`src/rtl/t03_display_pkg.sv`:
```
`default_nettype none
// =============================================================================
// t03_display_pkg : shared display timing constants and vertical state type.
// Rev 1.0 - initial release
// =============================================================================
package t03_display_pkg;

   typedef enum logic [1:0] {
      V_ACT  = 2'd0,
      V_FP   = 2'd1,
      V_SYNC = 2'd2,
      V_BP   = 2'd3
   } vstate_t;

   localparam int H_CNT_W = 11;
   localparam int V_CNT_W = 10;

   // Line period of the upstream horizontal counter.
   localparam int H_TOTAL = 209;

   localparam int DEF_H_ACTIVE = 160;
   localparam int DEF_H_FP     = 8;
   localparam int DEF_H_SYNC   = 24;
   localparam int DEF_H_BP     = 17;

   localparam int DEF_V_ACTIVE = 120;
   localparam int DEF_V_FP     = 3;
   localparam int DEF_V_SYNC   = 4;
   localparam int DEF_V_BP     = 16;

   localparam bit POL_ACTIVE_LOW  = 1'b0;
   localparam bit POL_ACTIVE_HIGH = 1'b1;
   localparam bit DEF_HS_POL      = POL_ACTIVE_LOW;
   localparam bit DEF_VS_POL      = POL_ACTIVE_LOW;

endpackage
`default_nettype wire

```
`src/rtl/t03_display_sync_gen_if.sv`:
```
`default_nettype none
// =============================================================================
// t03_display_sync_gen_if : horizontal count in, display timing outputs back.
// Rev 1.0 - initial release
// =============================================================================
interface t03_display_sync_gen_if;
   import t03_display_pkg::*;

   logic [H_CNT_W-1:0] h_cnt;
   logic               h_tc;
   logic               hsync;
   logic               vsync;
   logic               de;
   logic [H_CNT_W-1:0] pix_x;
   logic [V_CNT_W-1:0] pix_y;
   logic [V_CNT_W-1:0] v_cnt;
   logic               frame_start;

   modport master (
      output h_cnt, h_tc,
      input  hsync, vsync, de, pix_x, pix_y, v_cnt, frame_start
   );

   modport slave (
      input  h_cnt, h_tc,
      output hsync, vsync, de, pix_x, pix_y, v_cnt, frame_start
   );

endinterface
`default_nettype wire

```
`src/rtl/t03_display_sync_gen.sv`:
```
`default_nettype none
// =============================================================================
// t03_display_sync_gen : vertical line FSM plus registered sync/DE/coordinate decode.
// Rev 1.0 - initial release
// =============================================================================
module t03_display_sync_gen
   import t03_display_pkg::*;
#(
   parameter int H_ACTIVE = DEF_H_ACTIVE,
   parameter int H_FP     = DEF_H_FP,
   parameter int H_SYNC   = DEF_H_SYNC,
   parameter int H_BP     = DEF_H_BP,
   parameter int V_ACTIVE = DEF_V_ACTIVE,
   parameter int V_FP     = DEF_V_FP,
   parameter int V_SYNC   = DEF_V_SYNC,
   parameter int V_BP     = DEF_V_BP,
   parameter bit HS_POL   = DEF_HS_POL,
   parameter bit VS_POL   = DEF_VS_POL
)(
   input  wire logic              clk,
   input  wire logic              rst,
   t03_display_sync_gen_if.slave  bus
);

   localparam vstate_t S_ACT  = t03_display_pkg::V_ACT;
   localparam vstate_t S_FP   = t03_display_pkg::V_FP;
   localparam vstate_t S_SYNC = t03_display_pkg::V_SYNC;
   localparam vstate_t S_BP   = t03_display_pkg::V_BP;

   localparam int C_H_SUM = H_ACTIVE + H_FP + H_SYNC + H_BP;
   localparam int C_V_SUM = V_ACTIVE + V_FP + V_SYNC + V_BP;

   localparam logic [H_CNT_W-1:0] C_H_ACTIVE = H_CNT_W'(H_ACTIVE);
   localparam logic [H_CNT_W-1:0] C_HS_START = H_CNT_W'(H_ACTIVE + H_FP);
   localparam logic [H_CNT_W-1:0] C_HS_END   = H_CNT_W'(H_ACTIVE + H_FP + H_SYNC);
   localparam logic [H_CNT_W-1:0] C_H_LIMIT  = H_CNT_W'(C_H_SUM);

   localparam logic [V_CNT_W-1:0] C_LAST_ACT  = V_CNT_W'(V_ACTIVE - 1);
   localparam logic [V_CNT_W-1:0] C_LAST_FP   = V_CNT_W'(V_FP - 1);
   localparam logic [V_CNT_W-1:0] C_LAST_SYNC = V_CNT_W'(V_SYNC - 1);
   localparam logic [V_CNT_W-1:0] C_LAST_BP   = V_CNT_W'(V_BP - 1);

   // Elaboration-time guard against timing sets that break the upstream line period.
   generate
      if ((C_H_SUM != H_TOTAL) || (C_V_SUM > 1023) ||
          (H_ACTIVE < 1) || (H_FP < 1) || (H_SYNC < 1) || (H_BP < 1) ||
          (V_ACTIVE < 1) || (V_FP < 1) || (V_SYNC < 1) || (V_BP < 1)) begin : g_bad_timing
         $error("t03_display_sync_gen: illegal timing parameters");
      end
   endgenerate

   function automatic logic [V_CNT_W-1:0] f_last_line(input vstate_t s);
      case (s)
         S_ACT:   f_last_line = C_LAST_ACT;
         S_FP:    f_last_line = C_LAST_FP;
         S_SYNC:  f_last_line = C_LAST_SYNC;
         default: f_last_line = C_LAST_BP;
      endcase
   endfunction

   vstate_t             r_vstate;
   logic [V_CNT_W-1:0]  r_phase;
   logic [V_CNT_W-1:0]  r_v_cnt;

   vstate_t             w_vstate_nxt;
   logic [V_CNT_W-1:0]  w_phase_nxt;
   logic [V_CNT_W-1:0]  w_v_cnt_nxt;
   logic                w_last_phase;
   logic                w_wrap;

   logic                w_in_range;
   logic                w_visible;
   logic                w_hs_window;
   logic                w_hsync_nxt;
   logic                w_vsync_nxt;
   logic                w_de_nxt;
   logic [H_CNT_W-1:0]  w_pix_x_nxt;
   logic [V_CNT_W-1:0]  w_pix_y_nxt;
   logic                w_fs_nxt;

   logic                r_hsync;
   logic                r_vsync;
   logic                r_de;
   logic [H_CNT_W-1:0]  r_pix_x;
   logic [V_CNT_W-1:0]  r_pix_y;
   logic                r_frame_start;

   always_ff @(posedge clk or posedge rst) begin
      if (rst) begin
         r_vstate <= S_ACT;
         r_phase  <= '0;
         r_v_cnt  <= '0;
      end else begin
         r_vstate <= w_vstate_nxt;
         r_phase  <= w_phase_nxt;
         r_v_cnt  <= w_v_cnt_nxt;
      end
   end

   always_comb begin
      w_vstate_nxt = r_vstate;
      w_phase_nxt  = r_phase;
      w_v_cnt_nxt  = r_v_cnt;
      w_last_phase = (r_phase == f_last_line(r_vstate));
      w_wrap       = 1'b0;
      if (bus.h_tc) begin
         if (w_last_phase) begin
            w_phase_nxt = '0;
            case (r_vstate)
               S_ACT:   w_vstate_nxt = S_FP;
               S_FP:    w_vstate_nxt = S_SYNC;
               S_SYNC:  w_vstate_nxt = S_BP;
               default: w_vstate_nxt = S_ACT;
            endcase
         end else begin
            w_phase_nxt = r_phase + V_CNT_W'(1);
         end
         w_wrap      = w_last_phase && (r_vstate == S_BP);
         w_v_cnt_nxt = w_wrap ? '0 : r_v_cnt + V_CNT_W'(1);
      end
   end

   // The next-state values equal the current ones off h_tc, so pixel 0 of a line
   // is decoded with that line's vertical state rather than the previous line's.
   always_comb begin
      w_in_range  = (bus.h_cnt < C_H_LIMIT);
      w_visible   = w_in_range && (bus.h_cnt < C_H_ACTIVE);
      w_hs_window = w_in_range && (bus.h_cnt >= C_HS_START) && (bus.h_cnt < C_HS_END);
      w_de_nxt    = w_visible && (w_vstate_nxt == S_ACT);
      w_hsync_nxt = w_hs_window ? HS_POL : ~HS_POL;
      w_vsync_nxt = (w_vstate_nxt == S_SYNC) ? VS_POL : ~VS_POL;
      w_pix_x_nxt = w_de_nxt ? bus.h_cnt : '0;
      w_pix_y_nxt = (w_vstate_nxt == S_ACT) ? w_v_cnt_nxt : '0;
      w_fs_nxt    = bus.h_tc && w_wrap && (bus.h_cnt == '0);
   end

   always_ff @(posedge clk or posedge rst) begin
      if (rst) begin
         r_hsync       <= ~HS_POL;
         r_vsync       <= ~VS_POL;
         r_de          <= 1'b0;
         r_pix_x       <= '0;
         r_pix_y       <= '0;
         r_frame_start <= 1'b0;
      end else begin
         r_hsync       <= w_hsync_nxt;
         r_vsync       <= w_vsync_nxt;
         r_de          <= w_de_nxt;
         r_pix_x       <= w_pix_x_nxt;
         r_pix_y       <= w_pix_y_nxt;
         r_frame_start <= w_fs_nxt;
      end
   end

   assign bus.hsync       = r_hsync;
   assign bus.vsync       = r_vsync;
   assign bus.de          = r_de;
   assign bus.pix_x       = r_pix_x;
   assign bus.pix_y       = r_pix_y;
   assign bus.v_cnt       = r_v_cnt;
   assign bus.frame_start = r_frame_start;

endmodule
`default_nettype wire

```
`src/flat_wrapper.sv`:
```
// flat-port wrapper written by rule: the top's interface ports become plain ports
module t03_display_sync_gen_flat import t03_display_pkg::*;
#(
   parameter int H_ACTIVE = DEF_H_ACTIVE,
   parameter int H_FP     = DEF_H_FP,
   parameter int H_SYNC   = DEF_H_SYNC,
   parameter int H_BP     = DEF_H_BP,
   parameter int V_ACTIVE = DEF_V_ACTIVE,
   parameter int V_FP     = DEF_V_FP,
   parameter int V_SYNC   = DEF_V_SYNC,
   parameter int V_BP     = DEF_V_BP,
   parameter bit HS_POL   = DEF_HS_POL,
   parameter bit VS_POL   = DEF_VS_POL
)
  (clk, rst, bus_h_cnt, bus_h_tc, bus_hsync, bus_vsync, bus_de, bus_pix_x, bus_pix_y, bus_v_cnt, bus_frame_start);
  t03_display_sync_gen_if bus_i ();
  input  wire logic clk;
  input  wire logic rst;
  input wire logic [$bits(bus_i.h_cnt)-1:0] bus_h_cnt;
  input wire logic [$bits(bus_i.h_tc)-1:0] bus_h_tc;
  output wire logic [$bits(bus_i.hsync)-1:0] bus_hsync;
  output wire logic [$bits(bus_i.vsync)-1:0] bus_vsync;
  output wire logic [$bits(bus_i.de)-1:0] bus_de;
  output wire logic [$bits(bus_i.pix_x)-1:0] bus_pix_x;
  output wire logic [$bits(bus_i.pix_y)-1:0] bus_pix_y;
  output wire logic [$bits(bus_i.v_cnt)-1:0] bus_v_cnt;
  output wire logic [$bits(bus_i.frame_start)-1:0] bus_frame_start;
  assign bus_i.h_cnt = bus_h_cnt;
  assign bus_i.h_tc = bus_h_tc;
  assign bus_hsync = bus_i.hsync;
  assign bus_vsync = bus_i.vsync;
  assign bus_de = bus_i.de;
  assign bus_pix_x = bus_i.pix_x;
  assign bus_pix_y = bus_i.pix_y;
  assign bus_v_cnt = bus_i.v_cnt;
  assign bus_frame_start = bus_i.frame_start;
  t03_display_sync_gen #(.H_ACTIVE(H_ACTIVE), .H_FP(H_FP), .H_SYNC(H_SYNC), .H_BP(H_BP), .V_ACTIVE(V_ACTIVE), .V_FP(V_FP), .V_SYNC(V_SYNC), .V_BP(V_BP), .HS_POL(HS_POL), .VS_POL(VS_POL)) u_core (.clk(clk), .rst(rst), .bus(bus_i));
endmodule
```
`config.mk`:
```
export PLATFORM = sky130hd
export DESIGN_NAME = t03_display_sync_gen_flat
export DESIGN_NICKNAME = d
export VERILOG_FILES = /design/src/rtl/t03_display_pkg.sv /design/src/rtl/t03_display_sync_gen_if.sv /design/src/rtl/t03_display_sync_gen.sv /design/src/flat_wrapper.sv
export SDC_FILE = /design/constraint.sdc
export NUM_CORES = 1
export LEC_CHECK = 0
export BUFFER_PORTS_ARGS = -buffer_cell sky130_fd_sc_hd__buf_2
export CAP_MARGIN = 20
export CORE_ASPECT_RATIO = 0.75
export CORE_MARGIN = 2
export CORE_UTILIZATION = 50
export DETAILED_ROUTE_END_ITERATION = 8
export GPL_ROUTABILITY_DRIVEN = 0
export PLACE_DENSITY = 0.75
export SETUP_SLACK_MARGIN = 0.1
export SYNTH_ARGS = -nofsm -noshare
export SYNTH_HDL_FRONTEND = slang
export SYNTH_SLANG_ARGS = --single-unit
export TNS_END_PERCENT = 100
```
`constraint.sdc`:
```
create_clock -name clk -period 2.7 [get_ports clk]
set_clock_uncertainty 0.05 [all_clocks]
set_input_delay 0.54 -clock clk [delete_from_list [all_inputs] [get_ports clk]]
set_output_delay 0.54 -clock clk [all_outputs]
set_load 0.005 [all_outputs]
```
==> run summary, run 1 <==
SYNTH
------------------------------------------------------------------------------------------
Fraction of synthesis flops using an asynchronous set or reset pin                    100%
Area leader, netlist                                                          sky130_fd_sc_hd__dfrtp_1
Compound-Gate Fraction of Synth Area                                                 10.3%
Xor and xnor fraction of the mapped netlist area                                     8.07%
Top-area cell type share of the netlist area                                         52.2%
Post-synthesis cell area                                                        2160 sq um
Number of enable flip-flop cells after synthesis                                         0
Mean cell area of the mapped netlist                                            11.6 sq um
Flops & latches, synth                                                                  47
Post-Synth Adder-Cell Area                                                           4.06%
Top flip-flop cell by instance count after synthesis                          sky130_fd_sc_hd__dfrtp_1
Number of library cell types mapped by synthesis                                        41
Area fraction in and, or, nand and nor cells after synthesis                         17.4%
Warning count from the yosys run                                                         0
Share of the yosys chip area belonging to registers                                  54.7%
Largest cells by area after synthesis                                         sky130_fd_sc_hd__dfrtp_1, sky130_fd_sc_hd__xnor2_1, sky130_fd_sc_hd__ha_1
Mux cell area share after synthesis                                                  2.38%
Gate count after technology mapping                                                    186
Combinational family with the most area after synthesis                       simple AND/OR/NAND/NOR gates

POWER
------------------------------------------------------------------------------------------
Combinational power share                                                            24.9%
Max IR drop VDD                                                                 0.000473 V
Switching share of total power                                                       33.5%
Cell Int Power                                                                     1310 uW
Psw                                                                                 661 uW
Relative contribution of sequential cells to total power                             49.2%
Sum of internal, switching and leakage power                                       1970 uW
Power density over the cells                                                   758 nW/um^2
Clk network pwr share                                                                25.9%
Static leakage                                                                  0.00126 uW

CRITICAL PATH
------------------------------------------------------------------------------------------
Crit Path Class                                                               register to register
Worst EP arrival                                                                   2560 ps
Crit end category                                                                 register
Largest fanout on the critical path                                                     10
R2R Path Start                                                                u_core.r_vstate[1]$_DFF_PP0_
First element of the critical path                                            u_core.r_vstate[1]$_DFF_PP0_
Required time at the worst-slack endpoint                                          2840 ps
Kind of start point of the critical path                                          register

GRT
------------------------------------------------------------------------------------------
GR Overflow Total                                                                        0
Via count of the first global-routing pass                                            1385
Pin count of the biggest net entering global routing                                    48
All-layer global routing usage                                                       18.3%
Number of antenna violations at the first check in global routing                        0
Wire length of the first global-routing pass                                  6640 microns

STA
------------------------------------------------------------------------------------------
Pin slew with the least headroom to its limit                                       921 ps
Setup repair after global routing missed its margin                                  false
Relative max-transition margin                                                       38.5%
Number of endpoints failing setup at the final stage                                     0
Final Slew Violations                                                                    0
Final Hold Viols                                                                         0
Portion of the clock cycle consumed by the worst path in the final layout            89.6%
Sum of negative setup slack                                                           0 ps
Highest clock frequency the design can meet                                        413 MHz
Worst Hold Slack                                                                    389 ps
Minimum clock period                                                               2420 ps

CLOCKING
------------------------------------------------------------------------------------------
Clock tree from TritonCTS                                                            built
H-tree levels                                                                            2
TritonCTS Buffers                                                                        5
Clk buf depth                                                                            2
Clock edge transition at the registers on the reported setup and hold paths          90 ps
Root Buffer                                                                   sky130_fd_sc_hd__clkbuf_8
Clock sinks                                                                             47
Clock Latency Late Sink                                                             290 ps

FLOORPLANNING
------------------------------------------------------------------------------------------
Starting density of the core                                                         52.5%
Area of the placeable core                                                      4100 sq um
Die Ht                                                                        60.9 microns
Horiz. Die Dim                                                                79.8 microns
Number of placement rows                                                                20
Die outline area                                                                4860 sq um
Boundary Pins                                                                           49

ROUTE
------------------------------------------------------------------------------------------
Post-Route WL                                                                 4080 microns
Vias per inst                                                                         5.21
Wire length per cell                                                          13.7 microns
Detailed Routing Iterations Pass 1                                                       4
Routed vias                                                                           1558
Post-detailed-route count of antenna-violating nets                                      0
Violation count after the first detailed-routing iteration                              29
Count of unresolved DRC violations after routing                                         0

LAYOUT
------------------------------------------------------------------------------------------
Final core occ                                                                       63.4%
Number of standard cells in the layout, taps in and fillers out                        299
Antenna fix cells                                                                        0
Synthesis-to-finish area growth                                                      20.7%
Fraction of final layout cells sized beyond drive strength 1                         31.6%
Number of nets in the final layout                                                     264

PLACED DESIGN
------------------------------------------------------------------------------------------
DP Cell Count                                                                          291
Port Buffers                                                                            48
Detail Placement HPWL                                                         3030 microns

JOB
------------------------------------------------------------------------------------------
Number of violations of the max-capacitance limit                                        0

WORST HOLD PATH
------------------------------------------------------------------------------------------
Worst Hold Class                                                              input port to asynchronous set/reset pin

RUN STATUS
------------------------------------------------------------------------------------------
Outcome                                                                       finished clean

state kept, by name (all words and copies together) (netlist names):
register,cells
u_core.bus.hsync,1
u_core.r_vstate,2
u_core.bus.de,1
u_core.bus.pix_y,10
u_core.bus.pix_x,11
u_core.bus.vsync,1
u_core.bus.frame_start,1
u_core.r_phase,10
u_core.bus.v_cnt,10
final timing paths:
kind | end | slack (ps) | cells past startpoint
min | u_core.bus.pix_y[4]$_DFF_PP0_ | 390 | 2
min in group clk | u_core.bus.hsync$_DFF_PP1_ | 440 | 2
max in group asynchronous | u_core.r_vstate[0]$_DFF_PP0_ | 1590 | 2
min reg2reg | u_core.r_phase[9]$_DFFE_PP0P_ | 490 | 1
max reg2reg | u_core.bus.pix_y[2]$_DFF_PP0_ | 280 | 6
max | u_core.bus.pix_y[2]$_DFF_PP0_ | 280 | 6
Yosys cell counts, types with 2 or more instances:
master,instances
sky130_fd_sc_hd__a21boi_0,8
sky130_fd_sc_hd__nor3_1,9
sky130_fd_sc_hd__nand4_1,4
sky130_fd_sc_hd__and3_1,3
sky130_fd_sc_hd__mux2i_1,4
sky130_fd_sc_hd__o2bb2ai_1,2
sky130_fd_sc_hd__dfstp_2,2
sky130_fd_sc_hd__nor2_1,22
sky130_fd_sc_hd__o21ai_0,2
sky130_fd_sc_hd__nand3_1,5
sky130_fd_sc_hd__a211oi_1,10
sky130_fd_sc_hd__nand2_1,9
sky130_fd_sc_hd__nor4_1,3
sky130_fd_sc_hd__buf_6,2
sky130_fd_sc_hd__inv_1,7
sky130_fd_sc_hd__xor2_1,6
sky130_fd_sc_hd__dfrtp_1,45
sky130_fd_sc_hd__xnor2_1,12
sky130_fd_sc_hd__ha_1,7
sky130_fd_sc_hd__and4_1,2
sky130_fd_sc_hd__or3_1,2
cells in the final DEF, fill, tap and decap left out, types with 5 or more instances in the layout:
cell	instances
sky130_fd_sc_hd__buf_2	48
sky130_fd_sc_hd__xnor2_1	11
sky130_fd_sc_hd__ha_1	7
sky130_fd_sc_hd__dfrtp_1	44
sky130_fd_sc_hd__nor2_1	22
sky130_fd_sc_hd__clkbuf_8	5
sky130_fd_sc_hd__nand3_1	5
sky130_fd_sc_hd__nand2_1	9
sky130_fd_sc_hd__xor2_1	6
sky130_fd_sc_hd__a211oi_1	9
sky130_fd_sc_hd__a21boi_0	8
sky130_fd_sc_hd__inv_1	6
sky130_fd_sc_hd__nor3_1	9
per-layer routing:
| metal | up-vias | routed length (microns) | track usage, % |
|---|---|---|---|
| met5 | - | 0 | 0 |
| met4 | 0 | 48 | 7.26 |
| met3 | 6 | 288 | 4.32 |
| met2 | 52 | 1750 | 25.8 |
| met1 | 727 | 2000 | 27.3 |
| li1 | 773 | - | - |
logic make-up (layout without fill, tap and decap cells):
group           count (synthesis)  after routing
buf+inv                        12             68
simple gates                   66             66
fa+ha+maj                       7              7
mux                             5              5
compound gates                 29             29
other cells                     1              3
xor+xnor                       19             19
flops                          47             47
worst max-delay path: stages, from the launching register on:
cell	delay, ps
sky130_fd_sc_hd__dfrtp_1	430
sky130_fd_sc_hd__inv_1	140
sky130_fd_sc_hd__ha_1	290
sky130_fd_sc_hd__nor3_1	270
sky130_fd_sc_hd__o21ai_2	190
sky130_fd_sc_hd__or4_4	630
sky130_fd_sc_hd__a211oi_1	320
area by class of cell:
| class | count | area [sq um] |
|---|---|---|
| fillers | 333 | 1500 |
| flip-flops and latches | 47 | 1180 |
| multi-input cells | 129 | 937 |
| repair buffers | 52 | 270 |
| clock buffers | 5 | 68.8 |
| well taps | 55 | 68.8 |
| clock inverters | 3 | 47.5 |
| inverters | 8 | 30.0 |
power groups by stage:
stage | Sequential, uW | Combinational, uW | Clock, uW
after global placement | 974 | 477 | 0
after detailed placement | 978 | 482 | 0
after CTS | 965 | 490 | 526
after global routing | 990 | 560 | 567
after floorplan | 952 | 342 | 0
final | 970 | 492 | 511
timing repair:
item,4_1_cts,5_1_grt
resized for setup,0,4
endpoints found under the hold margin,0,0
hold buffers,0,0
endpoints found under the setup margin,0,11
buffers inserted,0,0
through the flow:
step,instance area [sq um],worst slack (ps)
after floorplan,2160,468
after global placement,2470,334
after detailed placement,2470,198
after CTS,2580,179
after global routing,2600,138
final,2600,281
No activity file was read; power rests on OpenSTA's default activity.
==> run 2, diff against run 1 <==
Settings changed: CORE_MARGIN 2 to 5, SETUP_SLACK_MARGIN 0.1 to 0.3.
Clock period 2.7 ns to 2.8 ns, I/O delays scaled along.
==> run 2 against run 1 <==
  * Design area is 0.29% higher
  * Power is 2.6% lower
  * Critical path type unchanged
  * Wire length is 8.8% higher
  * Critical endpoint is now u_core.bus.pix_x[3]$_DFF_PP0_
  * Largest power group unchanged
  * Die area is 18% higher
  * Count of clock-buffer cells in the layout stayed put
==> run summary, run 2 (synthesis gave the netlist of run 1 again) <==
LAYOUT
------------------------------------------------------------------------------------------
Flip-flop count of the largest register after layout                                    11
Most frequent cells in the layout                                             sky130_fd_sc_hd__buf_2, sky130_fd_sc_hd__dfrtp_1, sky130_fd_sc_hd__nor2_1, sky130_fd_sc_hd__xnor2_1
Antenna fix cells                                                                        0
Fraction of final layout cells sized beyond drive strength 1                         32.2%
Number of nets in the final layout                                                     265
Most common library cell in the layout ignoring fill and taps                 sky130_fd_sc_hd__buf_2
Synthesis-to-finish area growth                                                      21.1%

RUN STATUS
------------------------------------------------------------------------------------------
Outcome                                                                       finished clean

ROUTE
------------------------------------------------------------------------------------------
Count of unresolved DRC violations after routing                                         0
Routed vias                                                                           1591
Wire length per cell                                                          14.8 microns
Vias per inst                                                                         5.30
Post-Route WL                                                                 4440 microns
Detailed Routing Iterations Pass 1                                                       4
Post-detailed-route count of antenna-violating nets                                      0
Violation count after the first detailed-routing iteration                              97

POWER
------------------------------------------------------------------------------------------
Combinational power share                                                            25.1%
Cell Int Power                                                                     1270 uW
Switching share of total power                                                       34.1%
Clk network pwr share                                                                26.4%
Max IR drop VDD                                                                 0.000566 V
Relative contribution of sequential cells to total power                             48.5%
Psw                                                                                 655 uW
Static leakage                                                                  0.00126 uW
Power density over the cells                                                   736 nW/um^2

PLACED DESIGN
------------------------------------------------------------------------------------------
Worst slack after detailed placement                                                337 ps
Port Buffers                                                                            48
Detail Placement HPWL                                                         3190 microns

CRITICAL PATH
------------------------------------------------------------------------------------------
Cell type of the slowest stage on the worst timing path                       sky130_fd_sc_hd__or4b_4
Kind of start point of the critical path                                          register
Crit Path Class                                                               register to register
Crit end category                                                                 register
Chain of cells forming the critical path                                      inv_1 > ha_1 > or3_1 > nor3_1 > or4b_4 > a21boi_0
Required time at the worst-slack endpoint                                          2960 ps
Slowest Stage Delay on Critical Path                                                540 ps
Largest fanout on the critical path                                                      9
Worst EP arrival                                                                   2560 ps

STA
------------------------------------------------------------------------------------------
Final Hold Viols                                                                         0
Final Slew Violations                                                                    0
PnR worst setup slack                                                               402 ps
Minimum clock period                                                               2400 ps
Number of endpoints failing setup at the final stage                                     0
Relative max-transition margin                                                       53.1%
Pin slew with the least headroom to its limit                                       697 ps
Highest clock frequency the design can meet                                        417 MHz
Sum of negative setup slack                                                           0 ps
Setup repair after global routing missed its margin                                  false
Portion of the clock cycle consumed by the worst path in the final layout            85.7%

CLOCKING
------------------------------------------------------------------------------------------
H-tree levels                                                                            2
Clock Latency Late Sink                                                             300 ps
Clock tree from TritonCTS                                                            built
Clock sinks                                                                             47
Clock edge transition at the registers on the reported setup and hold paths          90 ps
Hold-fix buffer count after cts                                                          0
Root Buffer                                                                   sky130_fd_sc_hd__clkbuf_8
Clk buf depth                                                                            2
TritonCTS Buffers                                                                        5

FLOORPLANNING
------------------------------------------------------------------------------------------
Area of the placeable core                                                      4100 sq um
Boundary Pins                                                                           49
Number of placement rows                                                                20
Die outline area                                                                5740 sq um
Horiz. Die Dim                                                                85.8 microns
Die Ht                                                                        66.9 microns
Starting density of the core                                                         52.5%

GRT
------------------------------------------------------------------------------------------
Via count of the first global-routing pass                                            1541
All-layer global routing usage                                                       16.8%
Pin count of the biggest net entering global routing                                    48
GR Overflow Total                                                                        0
Number of antenna violations at the first check in global routing                        0
Wire length of the first global-routing pass                                  7470 microns

JOB
------------------------------------------------------------------------------------------
Number of violations of the max-capacitance limit                                        0

WORST HOLD PATH
------------------------------------------------------------------------------------------
Worst Hold Class                                                              input port to asynchronous set/reset pin

run 2: worst paths after layout:
path | startpoint | to | slack (ps) | cells past startpoint
max reg2reg | u_core.r_vstate[1]$_DFF_PP0_ | u_core.bus.pix_x[3]$_DFF_PP0_ | 400 | 6
max in group asynchronous | rst | u_core.r_vstate[1]$_DFF_PP0_ | 1960 | 3
min reg2reg | u_core.r_phase[9]$_DFFE_PP0P_ | u_core.r_phase[9]$_DFFE_PP0P_ | 480 | 1
max | u_core.r_vstate[1]$_DFF_PP0_ | u_core.bus.pix_x[3]$_DFF_PP0_ | 400 | 6
min | rst | u_core.bus.frame_start$_DFF_PP0_ | 340 | 3
min in group clk | bus_h_cnt[1] | u_core.bus.pix_x[1]$_DFF_PP0_ | 460 | 2
run 2: through the flow:
stage                     power, uW  hold slack (ps)  std cells  util, %  instance area (sq um)
after floorplan                1250              450        188        -                   2160
after global placement         1400              468        292     60.3                   2480
after detailed placement       1420              480        292     60.3                   2480
after CTS                      1920              360        300     63.1                   2590
after global routing           2040              412        300     63.6                   2610
final                          1920              342        300     63.6                   2610
run 2: cell type report:
| class | count | area (sq um) |
|---|---|---|
| inverters | 8 | 30.0 |
| repair buffers | 53 | 278 |
| multi-input cells | 129 | 937 |
| flip-flops and latches | 47 | 1180 |
| fillers | 344 | 1490 |
| well taps | 55 | 68.8 |
| clock buffers | 5 | 68.8 |
| clock inverters | 3 | 46.3 |
run 2: power groups by stage:
stage | clock network [uW] | registers (uW) | logic (uW)
2_1_floorplan | 0 | 918 | 330
3_3_place_gp | 0 | 938 | 463
3_5_place_dp | 0 | 943 | 474
4_1_cts | 516 | 928 | 481
5_1_grt | 545 | 953 | 547
6_report | 507 | 933 | 482
run 2: critical path: cells and delay by family, from the launching register on:
family                   cells  cell delay, ps
buffers and inverters        1             170
AND/OR/NAND/NOR              3            1080
AO/OA/AOI/OAI                1             250
flip-flops                   1             460
adder cells (fa/ha/maj)      1             300
run 2: what timing repair did:
action                                  CTS  global route
endpoints found under the setup margin    0            21
buffers inserted                          0             0
gates resized for setup                   0             5
run 2: per-layer routing:
layer	vias to the layer above	global-route usage, %	share of wire [%]
li1	765	-	-
met1	761	24.3	47
met2	63	25.1	43
met3	2	4.70	9.9
met4	0	3.56	0.29
met5	-	0	0
==> run 3, diff against run 2 <==
Settings changed: ABC_AREA set to 1, CELL_PAD_IN_SITES_DETAIL_PLACEMENT set to 1, CELL_PAD_IN_SITES_GLOBAL_PLACEMENT set to 1, CORE_UTILIZATION 50 to 42, PLACE_DENSITY 0.75 to unset, PLACE_DENSITY_LB_ADDON set to 0.1.
==> run 3 against run 2 <==
  * Synthesized cell count grew 40%
  * Flip-flop and latch count is the same
  * Combinational power grew 2%
==> run summary, run 3 <==
STA
------------------------------------------------------------------------------------------
Setup repair after global routing missed its margin                                  false
Minimum clock period                                                               2120 ps
Portion of the clock cycle consumed by the worst path in the final layout            75.8%
Worst Hold Slack                                                                    184 ps
Number of endpoints failing setup at the final stage                                     0
Final Hold Viols                                                                         0
Highest clock frequency the design can meet                                        471 MHz
Final Slew Violations                                                                    0
Relative max-transition margin                                                       66.7%
Pin slew with the least headroom to its limit                                       496 ps
Sum of negative setup slack                                                           0 ps

CRITICAL PATH
------------------------------------------------------------------------------------------
Required time at the worst-slack endpoint                                          2930 ps
Cell type of the slowest stage on the worst timing path                       sky130_fd_sc_hd__dfrtp_1
Buffers and inverters on the worst path                                                  3
Largest fanout on the critical path                                                     10
Kind of start point of the critical path                                          register
R2R depth                                                                               12
Reg-to-reg slack, setup                                                             680 ps
Worst EP arrival                                                                   2250 ps
Crit Path Class                                                               register to register
R2R Path Start                                                                u_core.r_vstate[0]$_DFF_PP0_
Worst path most repeated cell                                                 sky130_fd_sc_hd__inv_1
Slowest Stage Delay on Critical Path                                                420 ps
Crit end category                                                                 register
R2R Path End                                                                  u_core.bus.pix_y[1]$_DFF_PP0_
Largest delay contributor family on the critical path                         simple AND/OR/NAND/NOR gates
Chain of cells forming the critical path                                      inv_1 > ha_1 > nand2_1 > inv_1 > nor2_1 > nand3_1 > inv_1 > nand3_2 > nand2_1 > nand2_2 > nand2_4 > nor2_1

SYNTH
------------------------------------------------------------------------------------------
Fraction of synthesis flops using an asynchronous set or reset pin                    100%
Flops & latches, synth                                                                  47
Area leader, netlist                                                          sky130_fd_sc_hd__dfrtp_1
Share of the yosys chip area belonging to registers                                  53.6%
Number of library cell types mapped by synthesis                                        29
Warning count from the yosys run                                                         0
Post-synthesis cell area                                                        2200 sq um
Top flip-flop cell by instance count after synthesis                          sky130_fd_sc_hd__dfrtp_1
Mean cell area of the mapped netlist                                            8.46 sq um
Number of enable flip-flop cells after synthesis                                         0
Leading cell type by number of instances after synthesis                      sky130_fd_sc_hd__inv_1
Largest cells by area after synthesis                                         sky130_fd_sc_hd__dfrtp_1, sky130_fd_sc_hd__inv_1, sky130_fd_sc_hd__nand2_1
Most frequent cells after synthesis                                           sky130_fd_sc_hd__inv_1, sky130_fd_sc_hd__nand2_1, sky130_fd_sc_hd__dfrtp_1, sky130_fd_sc_hd__nor2_1, sky130_fd_sc_hd__nand3_1
Top-area cell type share of the netlist area                                         51.2%
Gate count after technology mapping                                                    260

GRT
------------------------------------------------------------------------------------------
GR Overflow Total                                                                        0
Wire length of the first global-routing pass                                  8770 microns
Via count of the first global-routing pass                                            1806
All-layer global routing usage                                                       16.5%
Pin count of the biggest net entering global routing                                    19
Number of antenna violations at the first check in global routing                        0

CLOCKING
------------------------------------------------------------------------------------------
Clock sinks                                                                             47
Root Buffer                                                                   sky130_fd_sc_hd__clkbuf_8
Clock Latency Late Sink                                                             290 ps
Post-CTS Repair Setup Buffers                                                            0
Clk buf depth                                                                            2
CTS resizes                                                                              0
TritonCTS Buffers                                                                        5
H-tree levels                                                                            2
Hold-fix buffer count after cts                                                          0
Clock tree from TritonCTS                                                            built
Clock edge transition at the registers on the reported setup and hold paths          80 ps

FLOORPLANNING
------------------------------------------------------------------------------------------
Die outline area                                                                6800 sq um
Horiz. Die Dim                                                                93.6 microns
Starting density of the core                                                         44.1%
Area of the placeable core                                                      4980 sq um
Die Ht                                                                        72.7 microns
Number of placement rows                                                                22
Boundary Pins                                                                           49

PLACED DESIGN
------------------------------------------------------------------------------------------
Detail Placement HPWL                                                         4080 microns
DP Cell Count                                                                          383
Port Buffers                                                                            48
Placed Area                                                                     2540 sq um

POWER
------------------------------------------------------------------------------------------
Cell Int Power                                                                     1210 uW
Static leakage                                                                  0.00155 uW
Power density over the cells                                                   694 nW/um^2
Psw                                                                                 625 uW
Combinational power share                                                            26.9%
Relative contribution of sequential cells to total power                             49.3%
Max IR drop VDD                                                                 0.000318 V
Switching share of total power                                                       34.1%
Clk network pwr share                                                                23.8%

LAYOUT
------------------------------------------------------------------------------------------
Most common library cell in the layout ignoring fill and taps                 sky130_fd_sc_hd__inv_1
Synthesis-to-finish area growth                                                      20.3%
Final core occ                                                                       53.1%
Fraction of final layout cells sized beyond drive strength 1                         22.9%
Area of all placed cells without fillers                                        2650 sq um
Antenna fix cells                                                                        0
Total of fill cells in the finished design                                             624
Most frequent cells in the layout                                             sky130_fd_sc_hd__inv_1, sky130_fd_sc_hd__nand2_1, sky130_fd_sc_hd__buf_2, sky130_fd_sc_hd__dfrtp_1, sky130_fd_sc_hd__nor2_1
Number of standard cells in the layout, taps in and fillers out                        391
Number of nets in the final layout                                                     339
Flip-flop count of the largest register after layout                                    11

ROUTE
------------------------------------------------------------------------------------------
Routed vias                                                                           1740
Count of unresolved DRC violations after routing                                         0
Detailed Routing Iterations Pass 1                                                       4
Violation count after the first detailed-routing iteration                              46
Post-detailed-route count of antenna-violating nets                                      0
Wire length per cell                                                          13.2 microns
Vias per inst                                                                         4.45
Post-Route WL                                                                 5150 microns

JOB
------------------------------------------------------------------------------------------
Number of violations of the max-capacitance limit                                        0

WORST HOLD PATH
------------------------------------------------------------------------------------------
Worst Hold Class                                                              input port to asynchronous set/reset pin

RUN STATUS
------------------------------------------------------------------------------------------
Outcome                                                                       finished clean

[run 3: cell count changes in the layout (fill, tap and decap cells not counted), moves of 8 or more]
cell,previous run,this run
sky130_fd_sc_hd__a211oi_1,9,0
sky130_fd_sc_hd__nor2_1,22,42
sky130_fd_sc_hd__nand3_1,5,18
sky130_fd_sc_hd__xnor2_1,11,1
sky130_fd_sc_hd__a21boi_0,8,0
sky130_fd_sc_hd__nand2_1,9,49
sky130_fd_sc_hd__inv_1,6,54
[run 3: worst max path at each step]
stage / from / end / slack, ps / depth (start not counted)
2_1_floorplan: u_core.r_vstate[0]$_DFF_PP0_ / u_core.bus.pix_y[1]$_DFF_PP0_ / 1030 / 12
3_3_place_gp: u_core.r_vstate[0]$_DFF_PP0_ / u_core.bus.pix_y[1]$_DFF_PP0_ / 770 / 12
3_5_place_dp: u_core.r_vstate[0]$_DFF_PP0_ / u_core.bus.pix_y[1]$_DFF_PP0_ / 690 / 12
4_1_cts: u_core.r_vstate[0]$_DFF_PP0_ / u_core.bus.pix_y[1]$_DFF_PP0_ / 670 / 12
5_1_grt: u_core.r_vstate[0]$_DFF_PP0_ / u_core.bus.pix_x[3]$_DFF_PP0_ / 500 / 11
6_report: u_core.r_vstate[0]$_DFF_PP0_ / u_core.bus.pix_y[1]$_DFF_PP0_ / 680 / 12
[run 3: per-stage QoR]
stage / worst slack [ps] / total power, uW
3_3_place_gp: 765 / 1400
6_report: 676 / 1840
3_5_place_dp: 695 / 1420
5_1_grt: 503 / 1990
2_1_floorplan: 1030 / 1230
4_1_cts: 666 / 1860
[run 3: power groups by stage]
stage / Clock [uW] / Combinational (uW) / Sequential, uW
2_1_floorplan: 0 / 333 / 896
3_3_place_gp: 0 / 484 / 914
3_5_place_dp: 0 / 498 / 918
4_1_cts: 453 / 501 / 905
5_1_grt: 496 / 575 / 922
6_report: 437 / 493 / 906
[run 3: cell families (layout without fill, tap and decap cells)]
group / count (synthesis) / in the layout / synth area share [%]
compound gates: 10 / 10 / 2.73
xor+xnor: 8 / 8 / 3.19
fa+ha+maj: 7 / 7 / 3.98
buf+inv: 57 / 114 / 9.90
flops: 47 / 47 / 53.6
other cells: 1 / 3 / 0.170
simple gates: 130 / 130 / 26.5
[run 3: metal layers]
metal	vias up	global-route usage (%)	wire, microns
met4	0	3.37	30
met5	-	0	0
met1	804	25.1	2670
met2	44	23.4	2090
met3	5	4.85	364
li1	887	-	-
[run 3: area by class of cell]
| type | count | area [sq um] | area share (%) |
|---|---|---|---|
| Sequential cell | 47 | 1180 | 44.6 |
| Multi-Input combinational cell | 158 | 811 | 30.7 |
| Timing Repair Buffer | 50 | 255 | 9.65 |
| Inverter | 56 | 210 | 7.95 |
| Clock buffer | 8 | 100 | 3.78 |
| Tap cell | 72 | 90.1 | 3.41 |
